$ cat src/rtl/scara_pkg.sv
// scara_pkg: shared types and constants for the SCARA stepper datapath
package scara_pkg;
   localparam int STEP_W = 8;
   typedef enum logic [1:0] {IDLE, SETUP, PULSE, GAP} sched_state_t;
endpackage

$ cat src/rtl/pulse_timer.sv
// pulse_timer: loadable down-counter; expire is high on the last cycle of a loaded interval
module pulse_timer #(
   parameter int W = 16
) (
   input  logic         clk,
   input  logic         reset,
   input  logic         load,
   input  logic [W-1:0] load_val,
   output logic         expire
);
   logic [W-1:0] cnt_q, cnt_d;
   always_comb cnt_d = load ? load_val : (cnt_q != '0 ? cnt_q - W'(1) : cnt_q);
   always_ff @(posedge clk) cnt_q <= reset ? '0 : cnt_d;
   assign expire = cnt_q == W'(1);
endmodule

$ cat src/rtl/stepper_pulse_scheduler.sv
// stepper_pulse_scheduler: turns a two-axis step command into coordinated STEP/DIR
// pulse trains with Bresenham interleaving, and tracks signed per-axis positions
module stepper_pulse_scheduler
   import scara_pkg::*;
#(
   parameter int DIR_SETUP   = 20,
   parameter int PULSE_HIGH  = 50,
   parameter int STEP_PERIOD = 2000,
   parameter int POS_W       = 16
) (
   input  logic              clk,
   input  logic              reset,
   input  logic [STEP_W-1:0] steps1,
   input  logic [STEP_W-1:0] steps2,
   input  logic              dir1,
   input  logic              dir2,
   input  logic              dataReady,
   input  logic              abort,
   output logic              stepperReady,
   output logic              step1Out,
   output logic              step2Out,
   output logic              dir1Out,
   output logic              dir2Out,
   output logic              moveDone,
   output logic [POS_W-1:0]  pos1,
   output logic [POS_W-1:0]  pos2
);
   localparam int TW = $clog2(DIR_SETUP + STEP_PERIOD + 1);
   sched_state_t state_q, state_d;
   logic dr_prev_q, dir1_q, dir1_d, dir2_q, dir2_d, step1_q, step1_d, step2_q, step2_d;
   logic ready_q, ready_d, done_q, done_d, maj1_q, maj1_d;
   logic [POS_W-1:0] pos1_q, pos1_d, pos2_q, pos2_d;
   logic [STEP_W-1:0] major_q, major_d, minor_q, minor_d, slot_q, slot_d, mx, mn;
   logic [STEP_W:0] err_q, err_d, sum;
   logic accept, hit, go, t_load, t_exp;
   logic [TW-1:0] t_val;

   pulse_timer #(.W(TW)) u_timer (
      .clk(clk), .reset(reset), .load(t_load), .load_val(t_val), .expire(t_exp)
   );

   always_comb begin
      accept = state_q == IDLE && dataReady && !dr_prev_q;
      mx = steps1 >= steps2 ? steps1 : steps2;
      mn = steps1 >= steps2 ? steps2 : steps1;
      sum = err_q + {1'b0, minor_q};
      hit = sum >= {1'b0, major_q};
      state_d = state_q;
      dir1_d = dir1_q;
      dir2_d = dir2_q;
      step1_d = step1_q;
      step2_d = step2_q;
      done_d = 1'b0;
      maj1_d = maj1_q;
      major_d = major_q;
      minor_d = minor_q;
      slot_d = slot_q;
      err_d = err_q;
      pos1_d = pos1_q;
      pos2_d = pos2_q;
      t_load = 1'b0;
      t_val = '0;
      go = 1'b0;
      if (abort && state_q != IDLE) begin
         state_d = IDLE;
         step1_d = 1'b0;
         step2_d = 1'b0;
      end else begin
         case (state_q)
            IDLE: if (accept) begin
               dir1_d = dir1;
               dir2_d = dir2;
               major_d = mx;
               minor_d = mn;
               maj1_d = steps1 >= steps2;
               err_d = '0;
               slot_d = '0;
               done_d = mx == '0;
               state_d = mx == '0 ? IDLE : SETUP;
               t_load = 1'b1;
               t_val = TW'(DIR_SETUP);
            end
            SETUP: go = t_exp;
            PULSE: if (t_exp) begin
               state_d = GAP;
               step1_d = 1'b0;
               step2_d = 1'b0;
               t_load = 1'b1;
               t_val = TW'(STEP_PERIOD - PULSE_HIGH);
            end
            GAP: if (t_exp) begin
               done_d = slot_q == major_q;
               state_d = slot_q == major_q ? IDLE : state_q;
               go = slot_q != major_q;
            end
            default: state_d = IDLE;
         endcase
      end
      // slot start: the major axis always steps, the minor one only on accumulator overflow
      if (go) begin
         state_d = PULSE;
         t_load = 1'b1;
         t_val = TW'(PULSE_HIGH);
         slot_d = slot_q + STEP_W'(1);
         err_d = hit ? sum - {1'b0, major_q} : sum;
         step1_d = maj1_q | hit;
         step2_d = !maj1_q | hit;
         pos1_d = step1_d ? pos1_q + (dir1_q ? POS_W'(1) : '1) : pos1_q;
         pos2_d = step2_d ? pos2_q + (dir2_q ? POS_W'(1) : '1) : pos2_q;
      end
      ready_d = state_d == IDLE && !(accept && mx == '0);
   end

   always_ff @(posedge clk) begin
      dr_prev_q <= dataReady;
      if (reset) begin
         state_q <= IDLE;
         ready_q <= 1'b1;
         {dir1_q, dir2_q, step1_q, step2_q, done_q, maj1_q} <= '0;
         {major_q, minor_q, slot_q, err_q} <= '0;
         pos1_q <= '0;
         pos2_q <= '0;
      end else begin
         state_q <= state_d;
         ready_q <= ready_d;
         {dir1_q, dir2_q, step1_q, step2_q, done_q, maj1_q} <= {dir1_d, dir2_d, step1_d, step2_d, done_d, maj1_d};
         {major_q, minor_q, slot_q, err_q} <= {major_d, minor_d, slot_d, err_d};
         pos1_q <= pos1_d;
         pos2_q <= pos2_d;
      end
   end

   assign stepperReady = ready_q;
   assign step1Out = step1_q;
   assign step2Out = step2_q;
   assign dir1Out = dir1_q;
   assign dir2Out = dir2_q;
   assign moveDone = done_q;
   assign pos1 = pos1_q;
   assign pos2 = pos2_q;
endmodule
$ cat config.mk
export PLATFORM = sky130hd
export DESIGN_NAME = stepper_pulse_scheduler
export DESIGN_NICKNAME = d
export VERILOG_FILES = /design/src/rtl/scara_pkg.sv /design/src/rtl/pulse_timer.sv /design/src/rtl/stepper_pulse_scheduler.sv
export SDC_FILE = /design/constraint.sdc
export NUM_CORES = 1
export LEC_CHECK = 0
export BUFFER_PORTS_ARGS = -buffer_cell sky130_fd_sc_hd__buf_2
export CELL_PAD_IN_SITES_DETAIL_PLACEMENT = 2
export CELL_PAD_IN_SITES_GLOBAL_PLACEMENT = 2
export CORE_ASPECT_RATIO = 0.7
export CORE_MARGIN = 2
export CORE_UTILIZATION = 37
export CTS_BUF_LIST = sky130_fd_sc_hd__clkbuf_4 sky130_fd_sc_hd__clkbuf_8
export CTS_CLUSTER_DIAMETER = 100
export DETAILED_ROUTE_END_ITERATION = 10
export PLACE_DENSITY_LB_ADDON = 0.1
export SLEW_MARGIN = 20
export SYNTH_ARGS = -nofsm -noshare
export SYNTH_HDL_FRONTEND = slang
export SYNTH_SLANG_ARGS = --single-unit
$ cat constraint.sdc
create_clock -name clk -period 3.8 [get_ports clk]
set_input_delay 0 -clock clk [delete_from_list [all_inputs] [get_ports clk]]
set_output_delay 0 -clock clk [all_outputs]
set_load 0.005 [all_outputs]
==> reports/metrics.yaml <==
grt:
  gr-total-overflow: 0
  grtUsageMet2_pct: 39.6
  grt_max_degree: 44
  grt_use_met1_pct: 32.8
  grt_usage_pct: 23.9
  grt_pass1_vias: 6309
  grt-busiest-layer: "met2"
  grt_pass1_wl_um: 33200
  use_met3_pct: 4.47
  antenna_found_initial: 0
critical_path:
  path_class: "reg2reg"
  worstPathCellList: "ha_4 -> fa_2 -> a21o_1 -> nand4_1 -> nand2_1 -> nor2_2 -> xnor2_2 -> ha_1 -> nand4_1 -> nor2_1 -> nor2_1 -> or4b_4 -> a211oi_4 -> buf_6 -> nor2b_4 -> mux2_4 -> nor2_2"
  worstPathMaxFanout: 8
  arrival_ns: 4.17
  cpPeakStageDelay_ns: 0.54
  critPathCaptureType: "register"
  r2r_cells: 17
  startpoint_type: "register"
  required_ns: 4.13
  cp_slowest_cell: "or4b_4"
power_and_ir_drop:
  internal-power_uw: 1830
  p_sw_share_pct: 39.7
  p_comb_share_pct: 42.4
  ir_drop_mv: 0.272
  p_seq_share_pct: 36.0
  p_sw_uw: 1200
  pwr-share-clk_pct: 21.6
  cellLeakagePower_uw: 0.00302
  power_density_nw_per_um2: 431
yosys:
  synth_area_leaders: "dfxtp_1 29%, ha_1 12%, a21oi_1 8.0%"
  yosysTopAreaCell: "dfxtp_1"
  ys.flop_type: "dfxtp_1"
  netlist_area_um2: 6000
  syn_area_per_cell_um2: 7.90
  synth_edf_count: 0
  ys_async_sr_fraction_pct: 0
  synth_nets: 844
  synth_compound_area_share_pct: 23.0
  ys_ff_latch: 86
  yosys.area_share.xor_xnor_pct: 7.15
  muxShareOfSynthArea_pct: 2.27
  yosysWarnings: 0
  netlist_instances: 759
  synthAdderAreaFrac_pct: 13.6
  synth_simple_gate_area_share_pct: 20.7
  synth_cell_types: 62
  synth_top_family_by_area: "compound AO/OA/AOI/OAI gates"
  ys_seq_area_share_pct: 28.7
  yosys.area.top_type_share_pct: 28.7
floorplanning:
  dieArea_um2: 17300
  die_height_um: 111
  die_width_um: 156
  pin_count: 60
  initial_core_util_pct: 38.2
  core_um2: 15700
  row_count: 38
clocking:
  clk_pin_slew_ns: 0.09
  cts_root_buf: "clkbuf_8"
  cts_tree: "built"
  clkLatencyLatePin_ns: 0.39
  clkSinkCount: 86
  cts_buffer_depth: 2
  h-tree-depth: 3
  cts_buffers: 9
route:
  wl_per_cell_um: 20.1
  drt-initial-drc-count: 202
  vias: 5930
  drtAntennaViolNets: 0
  via_per_inst: 5.69
  drc: 0
  firstDrtPassIters: 4
  drt_wl_total_um: 20900
place:
  hpwl_um: 15100
  gp_congestion: 0.822
  dpl_cell_area_um2: 6520
  place_worst_setup_slack_ns: -0.215
  numPortBuffers: 59
layout:
  diodes: 0
  drive_above_1_share_pct: 16.6
  syn_to_final_growth_pct: 17.3
  fillCellCount: 1798
  design_area_um2: 7030
  fin_nets: 922
timing:
  drv_slew: 0
  setup_slack_ns: -0.0376
  worst_slew_pin_slew_ns: 0.950
  rsz0062_at_grt: "true"
  fmax_mhz: 261
  post-route-period-util_pct: 101
  setup_viol: 4
  skew_ns: 0.0135
  relSlewSlack_pct: 36.6
  finalCriticalPeriod_ns: 3.84
  hold_violations: 0
status:
  status: "complete, but fails checks"
  violations: "negative setup slack"
worst_hold_path:
  whs_path_depth: 3
  min_path_type: "in2reg"
flow_run:
  drv_cap: 0
-- metrics by stage --
stage / utilization [%] / hold WS [ns] / instances / total power [uW] / setup TNS, ns
after floorplan: - / 0.0277 / 759 / 1940 / 0
after global placement: 41.5 / 0.119 / 1003 / 2190 / 0
after detailed placement: 41.5 / 0.121 / 1003 / 2260 / -3.59
after global routing: 44.8 / 0.0210 / 1042 / 3250 / -4.24
final: 44.8 / 0.0171 / 1042 / 3030 / -0.0790
after CTS: 43.8 / 0.000848 / 1033 / 2970 / -0.0185
-- sequential cells by signal, indices dropped and copies added, names as in the netlist --
register and count:
moveDone 1, step2Out 1, minor_q 8, dir2Out 1, u_timer.cnt_q 11, pos2 16
dr_prev_q 1, step1Out 1, maj1_q 1, stepperReady 1, err_q 9, dir1Out 1
pos1 16, major_q 8, slot_q 8, state_q 2
-- worst max-delay path: cells and delay by family, from the launching register on --
kind	cells	cell delay, ns
XOR/XNOR	1	0.11
adder cells (fa/ha/maj)	3	0.91
multiplexers	1	0.31
AO/OA/AOI/OAI	2	0.52
flip-flops	1	0.35
AND/OR/NAND/NOR	9	1.43
buffers and inverters	1	0.16
-- Yosys cell counts, types with 2 or more instances --
| master | count |
|---|---|
| a211oi_1 | 26 |
| ha_1 | 59 |
| or3_1 | 6 |
| nand3b_1 | 4 |
| and2_1 | 2 |
| buf_4 | 2 |
| a211o_1 | 2 |
| o211ai_1 | 10 |
| a211oi_2 | 3 |
| a21o_1 | 13 |
| a31oi_1 | 6 |
| nor2_1 | 102 |
| o21ai_0 | 19 |
| nor2b_1 | 10 |
| nand3_1 | 22 |
| buf_6 | 2 |
| nor4_1 | 7 |
| a311oi_1 | 2 |
| dfxtp_1 | 86 |
| xnor2_1 | 32 |
| inv_1 | 38 |
| nand4_1 | 5 |
| a21oi_1 | 96 |
| or2_1 | 2 |
| o21a_1 | 9 |
| nor3_1 | 20 |
| and3_1 | 4 |
| nand2b_1 | 8 |
| o21ai_1 | 7 |
| buf_2 | 3 |
| o31a_1 | 4 |
| xor2_1 | 17 |
| nand2_1 | 61 |
| o31ai_1 | 2 |
| mux2i_1 | 11 |
| o21bai_1 | 7 |
| or2_2 | 3 |
| fa_1 | 4 |
| or4_1 | 2 |
| clkbuf_1 | 19 |
-- cell families (layout without fill, tap and decap cells) --
| group | Yosys count | in the layout |
|---|---|---|
| muxes | 13 | 13 |
| DFF | 86 | 86 |
| xor gates and xnor gates | 49 | 49 |
| adders and majority gates | 63 | 63 |
| and+or+nand+nor | 265 | 266 |
| buffers and inverters | 65 | 146 |
| AOI/OAI and AO/OA | 218 | 219 |
-- power groups by stage --
| stage | Clock (uW) | Sequential, uW | Combinational, uW |
|---|---|---|---|
| 2_1_floorplan | 0 | 1080 | 856 |
| 3_3_place_gp | 0 | 1100 | 1090 |
| 3_5_place_dp | 0 | 1110 | 1160 |
| 4_1_cts | 673 | 1090 | 1210 |
| 5_1_grt | 714 | 1110 | 1430 |
| 6_report | 654 | 1090 | 1280 |
-- repair_timing --
| item | 4_1_cts | 5_1_grt |
|---|---|---|
| cloned | 0 | 2 |
| gates resized for setup | 9 | 22 |
| endpoints found under the setup margin | 39 | 42 |
| buffers inserted | 4 | 7 |
| hold buffers | 10 | 0 |
| pin swaps | 3 | 20 |
| endpoints found under the hold margin | 11 | 0 |
-- worst paths after layout --
kind | startpoint | endpoint | slack (ns)
worst max-delay path | minor_q[0] | pos2[13] | -0.04
worst min-delay path | steps2[0] | major_q[0] | 0.02
worst max register to register | minor_q[0] | pos2[13] | -0.04
worst min register to register | pos1[5] | pos1[5] | 0.48
-- metal layers --
layer | part of all wire, % | routed length, um
met5 | 0 | 0
met4 | 1.0 | 209
met3 | 2.8 | 578
met2 | 47 | 9810
met1 | 49 | 10300
-- cell usage in the layout, fill, tap and decap left out, types with 7 or more instances in the layout --
cell,count
inv_1,38
xor2_1,17
buf_4,19
a21o_1,13
dlygate4sd3_1,10
buf_2,59
o211ai_1,10
nand2b_1,7
o21ai_0,18
nor2b_1,9
a211oi_1,25
clkbuf_8,11
o21bai_1,7
nor3_1,19
nor4_1,7
a21oi_1,92
ha_1,55
dfxtp_1,82
nand3_1,22
nor2_1,100
o21a_1,9
xnor2_1,31
mux2i_1,10
nand2_1,61
-- final cells by class --
type,count,area (um2),area share [%]
Clock buffer,13,166,2.37
Sequential cell,86,1730,24.6
Inverter,38,143,2.03
Clock inverter,3,18.8,0.267
Tap cell,200,250,3.56
Multi-Input combinational cell,610,4140,58.9
Timing Repair Buffer,92,583,8.29
No activity file was read; power rests on OpenSTA's default activity.
